<file path="src/rtl/rx_pcs_pkg.sv">
// rtl/rx_pcs_pkg.sv - 64B/66B receive constants, block classes and decoder state encoding
package rx_pcs_pkg;

  localparam int LEN_CODED_BLOCK = 66;
  localparam int LEN_RX_DATA     = 64;
  localparam int LEN_RX_CTRL     = 8;
  localparam int LEN_ERR_CNT     = 16;

  localparam logic [1:0] SYNC_DATA = 2'b01;
  localparam logic [1:0] SYNC_CTRL = 2'b10;

  localparam logic [7:0] BT_IDLE  = 8'h1E;
  localparam logic [7:0] BT_OSEQ  = 8'h4B;
  localparam logic [7:0] BT_START = 8'h78;
  localparam logic [7:0] BT_T0    = 8'h87;
  localparam logic [7:0] BT_T1    = 8'h99;
  localparam logic [7:0] BT_T2    = 8'hAA;
  localparam logic [7:0] BT_T3    = 8'hB4;
  localparam logic [7:0] BT_T4    = 8'hCC;
  localparam logic [7:0] BT_T5    = 8'hD2;
  localparam logic [7:0] BT_T6    = 8'hE1;
  localparam logic [7:0] BT_T7    = 8'hFF;

  localparam logic [7:0] MII_IDLE  = 8'h07;
  localparam logic [7:0] MII_START = 8'hFB;
  localparam logic [7:0] MII_TERM  = 8'hFD;
  localparam logic [7:0] MII_ERROR = 8'hFE;
  localparam logic [7:0] MII_SEQ   = 8'h9C;

  localparam logic [6:0] PCS_IDLE  = 7'h00;
  localparam logic [6:0] PCS_ERROR = 7'h1E;

  localparam logic [63:0] LBLOCK_DATA = 64'h9C00_0001_0707_0707;
  localparam logic [7:0]  LBLOCK_CTRL = 8'b1000_1111;
  localparam logic [63:0] EBLOCK_DATA = {8{MII_ERROR}};
  localparam logic [7:0]  EBLOCK_CTRL = 8'hFF;

  typedef enum logic [2:0] {
    RX_INIT = 3'd0,
    RX_C    = 3'd1,
    RX_D    = 3'd2,
    RX_T    = 3'd3,
    RX_E    = 3'd4
  } rx_state_e;

  typedef enum logic [2:0] {
    BLK_C = 3'd0,
    BLK_S = 3'd1,
    BLK_T = 3'd2,
    BLK_D = 3'd3,
    BLK_E = 3'd4
  } blk_type_e;

endpackage

</file>
<file path="src/rtl/rx_block_classifier.sv">
// rtl/rx_block_classifier.sv - combinational class (C/S/T/D/E) and terminate byte count of one 66b block
module rx_block_classifier
  import rx_pcs_pkg::*;
(
  input  logic [65:0] i_block,
  output logic [2:0]  o_type,
  output logic [2:0]  o_t_bytes
);

  logic codes_ok;

  always_comb begin
    codes_ok  = 1'b1;
    o_type    = BLK_E;
    o_t_bytes = 3'd0;
    // An idle block is only valid when every 7b code is idle or error
    for (int k = 0; k < 8; k++) begin
      if (i_block[55-7*k -: 7] != PCS_IDLE && i_block[55-7*k -: 7] != PCS_ERROR)
        codes_ok = 1'b0;
    end
    if (i_block[65:64] == SYNC_DATA) begin
      o_type = BLK_D;
    end else if (i_block[65:64] == SYNC_CTRL) begin
      case (i_block[63:56])
        BT_IDLE:  o_type = codes_ok ? BLK_C : BLK_E;
        BT_OSEQ:  o_type = BLK_C;
        BT_START: o_type = BLK_S;
        BT_T0:    begin o_type = BLK_T; o_t_bytes = 3'd0; end
        BT_T1:    begin o_type = BLK_T; o_t_bytes = 3'd1; end
        BT_T2:    begin o_type = BLK_T; o_t_bytes = 3'd2; end
        BT_T3:    begin o_type = BLK_T; o_t_bytes = 3'd3; end
        BT_T4:    begin o_type = BLK_T; o_t_bytes = 3'd4; end
        BT_T5:    begin o_type = BLK_T; o_t_bytes = 3'd5; end
        BT_T6:    begin o_type = BLK_T; o_t_bytes = 3'd6; end
        BT_T7:    begin o_type = BLK_T; o_t_bytes = 3'd7; end
        default:  o_type = BLK_E;
      endcase
    end
  end

endmodule

</file>
<file path="src/rtl/rx_decoder.sv">
// rtl/rx_decoder.sv - 64B/66B receive state machine producing one decoded 64b/8b column per enabled block
module rx_decoder
  import rx_pcs_pkg::*;
(
  input  logic        i_clock,
  input  logic        i_reset,
  input  logic        i_enable,
  input  logic        i_block_lock,
  input  logic        i_hi_ber,
  input  logic [65:0] i_rx_coded,
  input  logic [65:0] i_rx_coded_next,
  output logic [63:0] o_rx_data,
  output logic [7:0]  o_rx_ctrl,
  output logic [2:0]  o_rx_state,
  output logic [15:0] o_err_count
);

  rx_state_e   state_q, state_d;
  logic [63:0] data_q, data_d;
  logic [7:0]  ctrl_q, ctrl_d;
  logic [15:0] err_q, err_d;

  logic [2:0]  cur_type_raw, nxt_type_raw;
  logic [2:0]  cur_t_bytes, nxt_t_bytes_unused;
  blk_type_e   cur_type, nxt_type;
  logic        term_ok;
  logic [63:0] t_payload;

  rx_block_classifier u_cls_cur (
    .i_block   (i_rx_coded),
    .o_type    (cur_type_raw),
    .o_t_bytes (cur_t_bytes)
  );

  rx_block_classifier u_cls_nxt (
    .i_block   (i_rx_coded_next),
    .o_type    (nxt_type_raw),
    .o_t_bytes (nxt_t_bytes_unused)
  );

  assign cur_type  = blk_type_e'(cur_type_raw);
  assign nxt_type  = blk_type_e'(nxt_type_raw);
  // A terminate is only trusted when the block after it starts a new frame or is idle
  assign term_ok   = (cur_type == BLK_T) && (nxt_type == BLK_S || nxt_type == BLK_C);
  assign t_payload = {i_rx_coded[55:0], 8'h00};

  always_comb begin
    state_d = state_q;
    data_d  = data_q;
    ctrl_d  = ctrl_q;
    err_d   = err_q;
    if (i_enable) begin
      if (!i_block_lock || i_hi_ber) begin
        state_d = RX_INIT;
      end else begin
        case (state_q)
          RX_D: begin
            if (cur_type == BLK_D) state_d = RX_D;
            else if (term_ok)      state_d = RX_T;
            else                   state_d = RX_E;
          end
          RX_E: begin
            if (cur_type == BLK_C)      state_d = RX_C;
            else if (cur_type == BLK_D) state_d = RX_D;
            else if (term_ok)           state_d = RX_T;
            else                        state_d = RX_E;
          end
          default: begin
            if (cur_type == BLK_C)      state_d = RX_C;
            else if (cur_type == BLK_S) state_d = RX_D;
            else                        state_d = RX_E;
          end
        endcase
      end

      case (state_d)
        RX_C: begin
          if (i_rx_coded[63:56] == BT_IDLE) begin
            ctrl_d = 8'hFF;
            for (int k = 0; k < 8; k++)
              data_d[63-8*k -: 8] = (i_rx_coded[55-7*k -: 7] == PCS_IDLE) ? MII_IDLE : MII_ERROR;
          end else begin
            data_d = {MII_SEQ, i_rx_coded[55:32], {4{MII_IDLE}}};
            ctrl_d = 8'b1000_1111;
          end
        end
        RX_D: begin
          if (cur_type == BLK_S) begin
            data_d = {MII_START, i_rx_coded[55:0]};
            ctrl_d = 8'h80;
          end else begin
            data_d = i_rx_coded[63:0];
            ctrl_d = 8'h00;
          end
        end
        RX_T: begin
          for (int k = 0; k < 8; k++) begin
            if (k < int'(cur_t_bytes)) begin
              data_d[63-8*k -: 8] = t_payload[63-8*k -: 8];
              ctrl_d[7-k]         = 1'b0;
            end else begin
              data_d[63-8*k -: 8] = (k == int'(cur_t_bytes)) ? MII_TERM : MII_IDLE;
              ctrl_d[7-k]         = 1'b1;
            end
          end
        end
        RX_E: begin
          data_d = EBLOCK_DATA;
          ctrl_d = EBLOCK_CTRL;
        end
        default: begin
          data_d = LBLOCK_DATA;
          ctrl_d = LBLOCK_CTRL;
        end
      endcase

      if (state_d == RX_E && err_q != 16'hFFFF)
        err_d = err_q + 16'd1;
    end
  end

  always_ff @(posedge i_clock) begin
    if (i_reset) begin
      state_q <= RX_INIT;
      data_q  <= LBLOCK_DATA;
      ctrl_q  <= LBLOCK_CTRL;
      err_q   <= 16'd0;
    end else begin
      state_q <= state_d;
      data_q  <= data_d;
      ctrl_q  <= ctrl_d;
      err_q   <= err_d;
    end
  end

  assign o_rx_data   = data_q;
  assign o_rx_ctrl   = ctrl_q;
  assign o_rx_state  = state_q;
  assign o_err_count = err_q;

endmodule

</file>
<file path="config.mk">
export PLATFORM = sky130hd
export DESIGN_NAME = rx_decoder
export DESIGN_NICKNAME = d
export VERILOG_FILES = /design/src/rtl/rx_pcs_pkg.sv /design/src/rtl/rx_block_classifier.sv /design/src/rtl/rx_decoder.sv
export SDC_FILE = /design/constraint.sdc
export NUM_CORES = 1
export LEC_CHECK = 0
export BUFFER_PORTS_ARGS = -buffer_cell sky130_fd_sc_hd__buf_2
export CAP_MARGIN = 0
export CORE_MARGIN = 5
export CORE_UTILIZATION = 55
export DETAILED_ROUTE_END_ITERATION = 10
export PLACE_DENSITY = 0.9
export SLEW_MARGIN = 20
export SYNTH_ARGS = -nofsm -noshare
export SYNTH_HDL_FRONTEND = slang
export SYNTH_HIERARCHICAL = 1
export SYNTH_SLANG_ARGS = --single-unit
</file>
<file path="constraint.sdc">
create_clock -name i_clock -period 4.94 [get_ports i_clock]
set_input_delay 0.494 -clock i_clock [delete_from_list [all_inputs] [get_ports i_clock]]
set_output_delay 0.494 -clock i_clock [all_outputs]
set_load 0.01 [all_outputs]
</file>
-- Word level (Yosys, flattened, before mapping)
Cells that the tools add are included.
- add/sub/neg operators: 1
- eq/ne operators: 60
- reductions and logical operators: 51
- order comparisons: 7
- mux-type cells: 71
- operators with widths (kind ; number):
    64-bit case mux with 4 select lines ; 1
    8-bit two-way mux ; 24
    8-bit == test, second input constant ; 16
    64-bit two-way mux ; 2
    7-bit by 5-bit inequality test with 1-bit output, second input constant ; 16
    7-bit nonzero test ; 16
    7-bit zero test ; 8
    3-bit two-way mux ; 15
    8-bit by 7-bit == test with 1-bit output, second input constant ; 4
    8-bit case mux with 4 select lines ; 1
    3-bit case mux with 4 select lines ; 2
    1-bit two-way mux ; 23
    3-bit case mux with 7 select lines ; 1
    1-bit logical AND ; 18
    16-bit by 1-bit adder with 16-bit output, second input constant ; 1
    8-bit by 5-bit == test with 1-bit output, second input constant ; 2
    16-bit inequality test, second input constant ; 1
    8-bit OR reduction ; 2
    3-bit by 2-bit == test with 1-bit output, second input constant ; 5
    3-bit == test, first input constant ; 4
    3-bit by 1-bit == test with 1-bit output, second input constant ; 3
    3-bit zero test ; 3
    3-bit < comparator, first input constant ; 3
    7-bit two-way mux ; 1
    11 further kinds ; 18
- register bits after elaboration: 91
- word-level logic and storage cells: 194
- input port bits: 137

-- Depth between registers and ports, before layout
Gate-level depths: netlist of run 1.
- word-level depth: 26
- gate-level depth with buffers: 15
- depth with buffers taken out: 11

-- Modules after synthesis
Netlist of run 1, hierarchy kept.
- modules (own cells, without submodules) (module ; area an instance (sq um) ; cells each ; seq. area each (sq um) ; instances):
    rx_decoder ; 5056.1 ; 641 ; 1821.7 ; 1
    rx_block_classifier ; 573.0 ; 81 ; 0.0 ; 2

-- Worst setup path after synthesis of run 1
No wires, ideal clock.
- kind: input port to flip-flop
- start point: input port i_rx_coded[1]
- end point: register data_q[3], in the netlist o_rx_data[3]
- data arrival time: 3.164 ns
- stages: 11
- library setup time: 0.127 ns
- setup slack: 1.649 ns
- cells stage by stage: or4_1 a22oi_1 a31oi_1 a221o_1 or3_4 nor4b_2 and3b_1 buf_2 and2_1 clkbuf_1 or3_1
- cells in the longest elaborated chain, start to end: 17
- elaborated cells on any way between the ends: 29
- ends and longest elaborated chain (element ; RTL line ; source):
    from (decl) ; rx_decoder.sv:10 ; input logic [65:0] i_rx_coded,
    7-bit by 5-bit inequality test with 1-bit output / 7-bit nonzero test (equally long branches) ; rx_block_classifier.sv:18 ; if (i_block[55-7*k -: 7] != PCS_IDLE && i_block[55-7*k -: 7] != PCS_ERROR)
    1-bit logical AND (*) ; rx_block_classifier.sv:18 ;
    1-bit two-way mux (*) ; rx_block_classifier.sv:18 ;
    3-bit two-way mux (*) ; rx_block_classifier.sv:25 ; BT_IDLE: o_type = codes_ok ? BLK_C : BLK_E;
    3-bit case mux with 4 select lines (*) ; rx_block_classifier.sv:24 ; case (i_block[63:56])
    3-bit two-way mux (*) ; rx_block_classifier.sv:23 ; end else if (i_block[65:64] == SYNC_CTRL) begin
    3-bit two-way mux (*) ; rx_block_classifier.sv:21 ; if (i_block[65:64] == SYNC_DATA) begin
    named net cur_type[2] ; rx_decoder.sv:25 ; blk_type_e cur_type, nxt_type;
    [... 2 more ...] ; -- ;
    3-bit two-way mux ; rx_decoder.sv:59, rx_decoder.sv:65 ;
    3-bit two-way mux ; rx_decoder.sv:58 ; if (cur_type == BLK_D) state_d = RX_D;
    3-bit two-way mux ; rx_decoder.sv:63 ; if (cur_type == BLK_C) state_d = RX_C;
    3-bit case mux with 2 select lines (*) ; rx_decoder.sv:56 ; case (state_q)
    3-bit two-way mux (*) ; rx_decoder.sv:53 ; if (!i_block_lock || i_hi_ber) begin
    3-bit two-way mux (*) ; rx_decoder.sv:52 ; if (i_enable) begin
    3-bit == test, or another cell as far along ; rx_decoder.sv:76 ; case (state_d)
    64-bit case mux with 4 select lines (*) ; rx_decoder.sv:76 ;
    to (signal assigned) ; rx_decoder.sv:130 ; data_q <= data_d;
    to (decl) ; rx_decoder.sv:19 ; logic [63:0] data_q, data_d;
Mark *: on every way through the listed nets, which the timed path passes. The rest lies on a longest branch. The select of a mux whose other input is x is not followed.
A chain may end at the register's enable or synchronous reset.

-- Worst setup path in the final report of run 1
- start point: input port i_rx_coded[33]
- end point: register data_q[5], in the netlist o_rx_data[5]
- cells in the longest elaborated chain, start to end: 21
- elaborated cells on any way between the ends: 30
- ends and longest elaborated chain (element ; RTL line):
    7-bit by 5-bit inequality test with 1-bit output / 7-bit nonzero test (equally long branches) ; rx_block_classifier.sv:18
    1-bit logical AND (*) ; rx_block_classifier.sv:18
    1-bit two-way mux (*) (5 in a row) ; rx_block_classifier.sv:18
    3-bit two-way mux (*) ; rx_block_classifier.sv:25
    3-bit case mux with 4 select lines (*) ; rx_block_classifier.sv:24
    3-bit two-way mux (*) ; rx_block_classifier.sv:23
    3-bit two-way mux (*) ; rx_block_classifier.sv:21
    named net cur_type[2] ; rx_decoder.sv:25
    [... 2 more ...] ; --
    3-bit two-way mux ; rx_decoder.sv:59, rx_decoder.sv:65
    3-bit two-way mux ; rx_decoder.sv:58
    3-bit two-way mux ; rx_decoder.sv:63
    3-bit case mux with 2 select lines (*) ; rx_decoder.sv:56
    3-bit two-way mux (*) ; rx_decoder.sv:53
    3-bit two-way mux (*) ; rx_decoder.sv:52
    3-bit == test, or another cell as far along ; rx_decoder.sv:76
    64-bit case mux with 4 select lines (*) ; rx_decoder.sv:76
Marked as above.

==> key figures, run 1 <==
Run status
  – Outcome: completed

Global route
  – First-pass GRT wire length: 36,020 um
  – Total GRT Usage: 33.84%
  – Largest net degree at the start of global routing: 57
  – Initial antenna violation count: 1
  – Vias in the first global route: 7,102
  – GRT Residual Overflow: 0

Clock network
  – # clock sinks: 91
  – Post-CTS Repair Setup Buffers: 0
  – CTS Buffer Depth: 2
  – CTS tree: built
  – CTS root buf: clkbuf_8
  – H-tree Lvls: 3
  – Clk Latency, worst-skew pair: 0.38 ns
  – Resized Gates After CTS: 0
  – Clock Pin Slew Worst Setup and Hold Paths: 0.09 ns
  – Hold-fix buffers, CTS: 0
  – TritonCTS buffer count: 9

Logic synthesis
  – Post-Syn Area: 6116 sq um
  – Synth Area per Inst: 7.742 sq um
  – Ys Warns: 6
  – Mapped Nets: 928
  – Synth Instances: 790

Worst setup path
  – Reg2reg start: o_rx_state[1]
  – CP startpoint kind: input pin
  – Worst Path Required: 5.19 ns
  – Worst Setup SP: i_rx_coded[33]
  – Critical path arrival: 4.30 ns
  – Crit Path Category: input pin to register
  – CP endpoint kind: register
  – Crit path max fanout: 24
  – R2R Setup Slk: 2.06 ns

Drt
  – Via density: 6.698
  – First drt pass iteration count: 5
  – Drt total wl: 23,580 um
  – Vias: 7,562
  – Starting DRC count in detailed routing: 1,054
  – Routed length per instance: 20.89 um
  – # DRC: 0
  – Antenna viol nets, final: 0

Floorplan
  – Initial Util: 56.17%
  – IO Pins: 228
  – Core Box Area: 10,890 sq um
  – Die area: 13,330 sq um
  – Die X: 115.5 um
  – Rows: 38
  – Die span in y: 115.5 um

STA
  – Min Tclk post-route: 4.049 ns
  – Fin. max-slew vios: 0
  – Final Hold Viols: 0
  – Final Skew: 0.01316 ns
  – Fmax: 247.0 MHz
  – Worst rel slew slack: 27.41%
  – Final Setup Violations: 0
  – Post-route setup TNS: 0 ns
  – Fin crit share: 81.97%
  – RSZ-0062 raised after global routing: no
  – Worst slew pin tran: 1.089 ns

Pwr
  – Pwr per Cell Area: 217.7 nW/um^2
  – P_leak: 3.179 nW
  – VDD IR max: 131.9 uV
  – Pwr Total: 1.632 mW

Place
  – Post-DP HPWL: 17,870 um
  – # port buffers: 227
  – Routability cong.: 1.025

Finish
  – Synth-to-Final Area Change: 22.63%
  – Nets: 1,122
  – Filler Cells Inserted: 949
  – Area of the multi-input gates: 4004 sq um
  – Register area: 1822 sq um
  – Fraction of layout cells with a size suffix above 1: 27.94%

Hold path
  – Hold wc startpoint: i_rx_coded[37]
  – Class of the worst hold path: input pin to register

Flow run
  – Max-Cap Viols: 0
-- metal layers --
metal / GRT usage, % / share of wire [%]
met2: 56.25 / 45
met3: 6.945 / 12
met4: 15.02 / 4.9
met1: 42.39 / 38
met5: 0 / 0
-- sequential cells by signal, indices dropped and copies added (netlist names) --
| signal | flops |
|---|---|
| o_rx_state | 3 |
| o_err_count | 16 |
| o_rx_data | 64 |
| o_rx_ctrl | 8 |
-- final timing paths --
check                       end  cells past startpoint
setup / recovery   o_rx_data[5]                     11
hold / removal    o_rx_data[37]                      2
setup reg to reg   o_rx_data[5]                      7
hold reg to reg   o_rx_data[47]                      2
-- worst max-delay path: stages --
cell and delay, ns:
buf_2 0.15, nor4_1 0.49, nand4_1 0.19, nor4_2 0.32, a31oi_1 0.19, a221o_1 0.42, or3_4 0.39, nor4b_2 0.26
and3b_1 0.57, and2_1 0.45, or3_1 0.37
-- final cells by class --
class                           count  share of cell area (%)
Clock inverter                      4                   1.318
Inverter                           12                  0.6006
Sequential cell                    91                   24.29
Tap cell                          140                   2.336
Clock buffer                       11                   1.885
Antenna cell                        1                 0.03337
Timing Repair Buffer              237                   16.15
Multi-Input combinational cell    633                   53.39
-- cells in the final DEF (no fill, tap or decap), types with 13 or more instances in the layout --
cell type	count
buf_2	227
nor4_1	31
a21oi_1	65
nand4_1	15
nand3_1	31
nor2_1	72
nand2_1	59
and4_1	18
a211oi_1	13
dfxtp_1	91
o21ai_0	44
o21bai_1	13
a221oi_1	14
nor3_1	21
nand2b_1	30
-- metrics by stage --
step	cells	worst slack, ns	utilization (%)	area, sq um	hold WS (ns)
floorplan	790	1.649	-	6116	0.4666
global placement	1113	0.6883	66.65	7257	0.4321
detailed placement	1113	0.7213	66.65	7257	0.4429
CTS	1128	1.119	68.86	7497	0.3899
global route	1129	0.6860	68.88	7500	0.4001
finish	1129	0.8908	68.88	7500	0.3999
-- power by group --
part	internal [mW]	leakage, nW	switching, mW	total (mW)
Combinational	0.0969	2.32	0.157	0.254
Sequential	0.744	0.737	0.00760	0.752
Clock	0.349	0.120	0.278	0.626
Note: power is estimated with default switching activity, not from simulation.
==> run 2: changes to the inputs <==
Settings changed: CORE_UTILIZATION 55 to 51, PLACE_DENSITY 0.9 to 0.84.
Clock period 4.94 ns to 3.8 ns, I/O delays scaled along.
==> run 2 against run 1 <==
Against the previous run: critical path depth increased by 1; largest cell class unchanged; critical endpoint is now o_rx_data[36]; clock-buffer cell count up 1; critical path type unchanged; register-to-register slack got worse by 0.72 ns; global-route usage shrank 1.4 points; clock skew decreased by 0.0069 ns.
==> key figures, run 2 (synthesized netlist as in run 1, its figures left out) <==
Run status
  – Outcome: completed

Worst setup path
  – Most used cell, CP: a221o_1
  – Ordered list of cells on the worst path: buf_2, nor4_1, o22ai_1, nor4_2, a31oi_1, a221o_1, or3_4, nor4b_2, and3b_1, a21o_1, o21a_1, a221o_1
  – CP startpoint kind: input pin
  – Crit Reg-Reg Endpoint: o_rx_data[33]
  – Worst path slowest cell: nor4_1
  – CP max stage delay: 0.44 ns
  – Crit Path Category: input pin to register
  – Crit path max fanout: 11
  – Reg2reg start: o_rx_state[2]
  – Crit path to: o_rx_data[36]
  – Critical path arrival: 3.66 ns
  – CP endpoint kind: register
  – R2R Setup Slk: 1.34 ns
  – Worst R2R Path Depth: 6
  – Worst Path Required: 4.03 ns
  – Worst Setup SP: i_rx_coded[29]

STA
  – Fmax: 291.5 MHz
  – Final Hold Viols: 0
  – Fin crit share: 90.29%
  – Post-route setup TNS: 0 ns
  – Worst slew pin tran: 0.9919 ns
  – RSZ-0062 raised after global routing: no
  – Final Setup Violations: 0
  – Fin. max-slew vios: 0
  – Worst rel slew slack: 33.80%
  – Min Tclk post-route: 3.431 ns
  – Final Skew: 0.006240 ns

Pwr
  – Clock group share of total power: 42.7%
  – Sw Ratio: 25.77%
  – Combinational power share: 14.9%
  – VDD IR max: 182.2 uV
  – Pwr per Cell Area: 297.5 nW/um^2
  – Internal: 1.714 mW
  – NetSw: 0.5951 mW
  – P_leak: 3.329 nW
  – Sequential share of power: 42.4%

Floorplan
  – IO Pins: 228
  – Rows: 40
  – Initial Util: 51.56%
  – Core Box Area: 11,860 sq um
  – Die area: 14,280 sq um
  – Die X: 119.5 um
  – Die span in y: 119.5 um

Place
  – Post-Place Cells: 1,142
  – Post-DP HPWL: 18,660 um
  – Routability cong.: 1.031
  – # port buffers: 227

Global route
  – First-pass GRT wire length: 37,240 um
  – Initial antenna violation count: 2
  – Vias in the first global route: 7,022
  – Total GRT Usage: 32.43%
  – GRT Residual Overflow: 0
  – Largest net degree at the start of global routing: 43

Clock network
  – CTS Buffer Depth: 2
  – Hold-fix buffers, CTS: 0
  – Resized Gates After CTS: 0
  – TritonCTS buffer count: 9
  – CTS root buf: clkbuf_16
  – Clk Latency, worst-skew pair: 0.34 ns
  – H-tree Lvls: 3
  – Clock Pin Slew Worst Setup and Hold Paths: 0.06 ns
  – Post-CTS Repair Setup Buffers: 0
  – CTS tree: built
  – # clock sinks: 91

Drt
  – Vias: 7,723
  – Routed length per instance: 21.01 um
  – Met2 routed wirelength: 10,760 um
  – M1 WL: 9343 um
  – Antenna viol nets, final: 0
  – Met3 wire length: 3023 um
  – First drt pass iteration count: 6
  – Highest metal used: met5
  – Via density: 6.669
  – # DRC: 0
  – Starting DRC count in detailed routing: 995
  – Drt total wl: 24,330 um

Finish
  – Antenna diodes: 0
  – Filler Cells Inserted: 1,037
  – Most common cell after layout, fill and taps aside: buf_2
  – Fraction of layout cells with a size suffix above 1: 29.57%
  – Synth-to-Final Area Change: 26.88%
  – Max reg flops: 64
  – Commonest non-fill, non-tap cells in the layout: buf_2, dfxtp_1, nor2_1
  – Final Non-Filler Cells: 1,158
  – Nets: 1,144

Flow run
  – Max-Cap Viols: 0

Hold path
  – Hold path cells: 2
  – Class of the worst hold path: input pin to register
[run 2: cell types whose count changed in the layout (fill, tap and decap cells not counted), sizes merged]
| cell | before | now |
|---|---|---|
| clkinvlp | 0 | 1 |
| buf | 237 | 259 |
| clkbuf | 11 | 12 |
| bufinv | 3 | 2 |
| diode | 1 | 0 |
[run 2: worst max-delay path: cells and delay by family]
kind            cells  cell delay [ns]
simple gates        5             1.73
compound gates      6             1.41
buf+inv             1             0.13
[run 2: routing by layer]
layer	vias to the layer above	track usage, %
met3	109	6.880
met2	610	52.01
met4	4	14.75
li1	3495	-
met1	3505	41.91
met5	-	0
[run 2: power groups by stage]
stage | combinational (mW) | sequential, mW | clock (mW)
floorplan | 0.149 | 1.01 | 0
global placement | 0.328 | 1.00 | 0
detailed placement | 0.331 | 1.00 | 0
CTS | 0.332 | 0.979 | 0.986
global route | 0.366 | 0.980 | 1.04
finish | 0.343 | 0.979 | 0.987
[run 2: worst min path at each step]
stage,from,to,slack [ns]
4_1_cts,i_rx_coded[35],o_rx_data[35],0.31
3_5_place_dp,o_rx_ctrl[4],o_rx_ctrl[4],0.43
6_report,i_rx_coded[35],o_rx_data[35],0.32
5_1_grt,i_rx_coded[36],o_rx_data[36],0.33
2_1_floorplan,o_rx_ctrl[4],o_rx_ctrl[4],0.47
3_3_place_gp,o_rx_data[47],o_rx_data[47],0.43
[run 2: final cells by class]
class | count | area [sq um] | area share [%]
Clock buffer | 12 | 256.5 | 3.305
Clock inverter | 4 | 72.57 | 0.9352
Inverter | 12 | 45.04 | 0.5805
Multi-Input combinational cell | 633 | 4004 | 51.60
Sequential cell | 91 | 1822 | 23.48
Tap cell | 147 | 183.9 | 2.370
Timing Repair Buffer | 259 | 1376 | 17.74
[run 2: per-stage QoR]
step	setup WS, ns	power (mW)	hold slack (ns)	instance area [sq um]	utilization, %
after CTS	0.4825	2.297	0.3104	7760	65.42
after detailed placement	0.1400	1.331	0.4328	7431	62.65
after floorplan	0.6226	1.154	0.4666	6116	-
after global placement	0.1045	1.328	0.4299	7431	62.65
final	0.3689	2.309	0.3209	7760	65.42
after global routing	0.2475	2.382	0.3329	7760	65.42
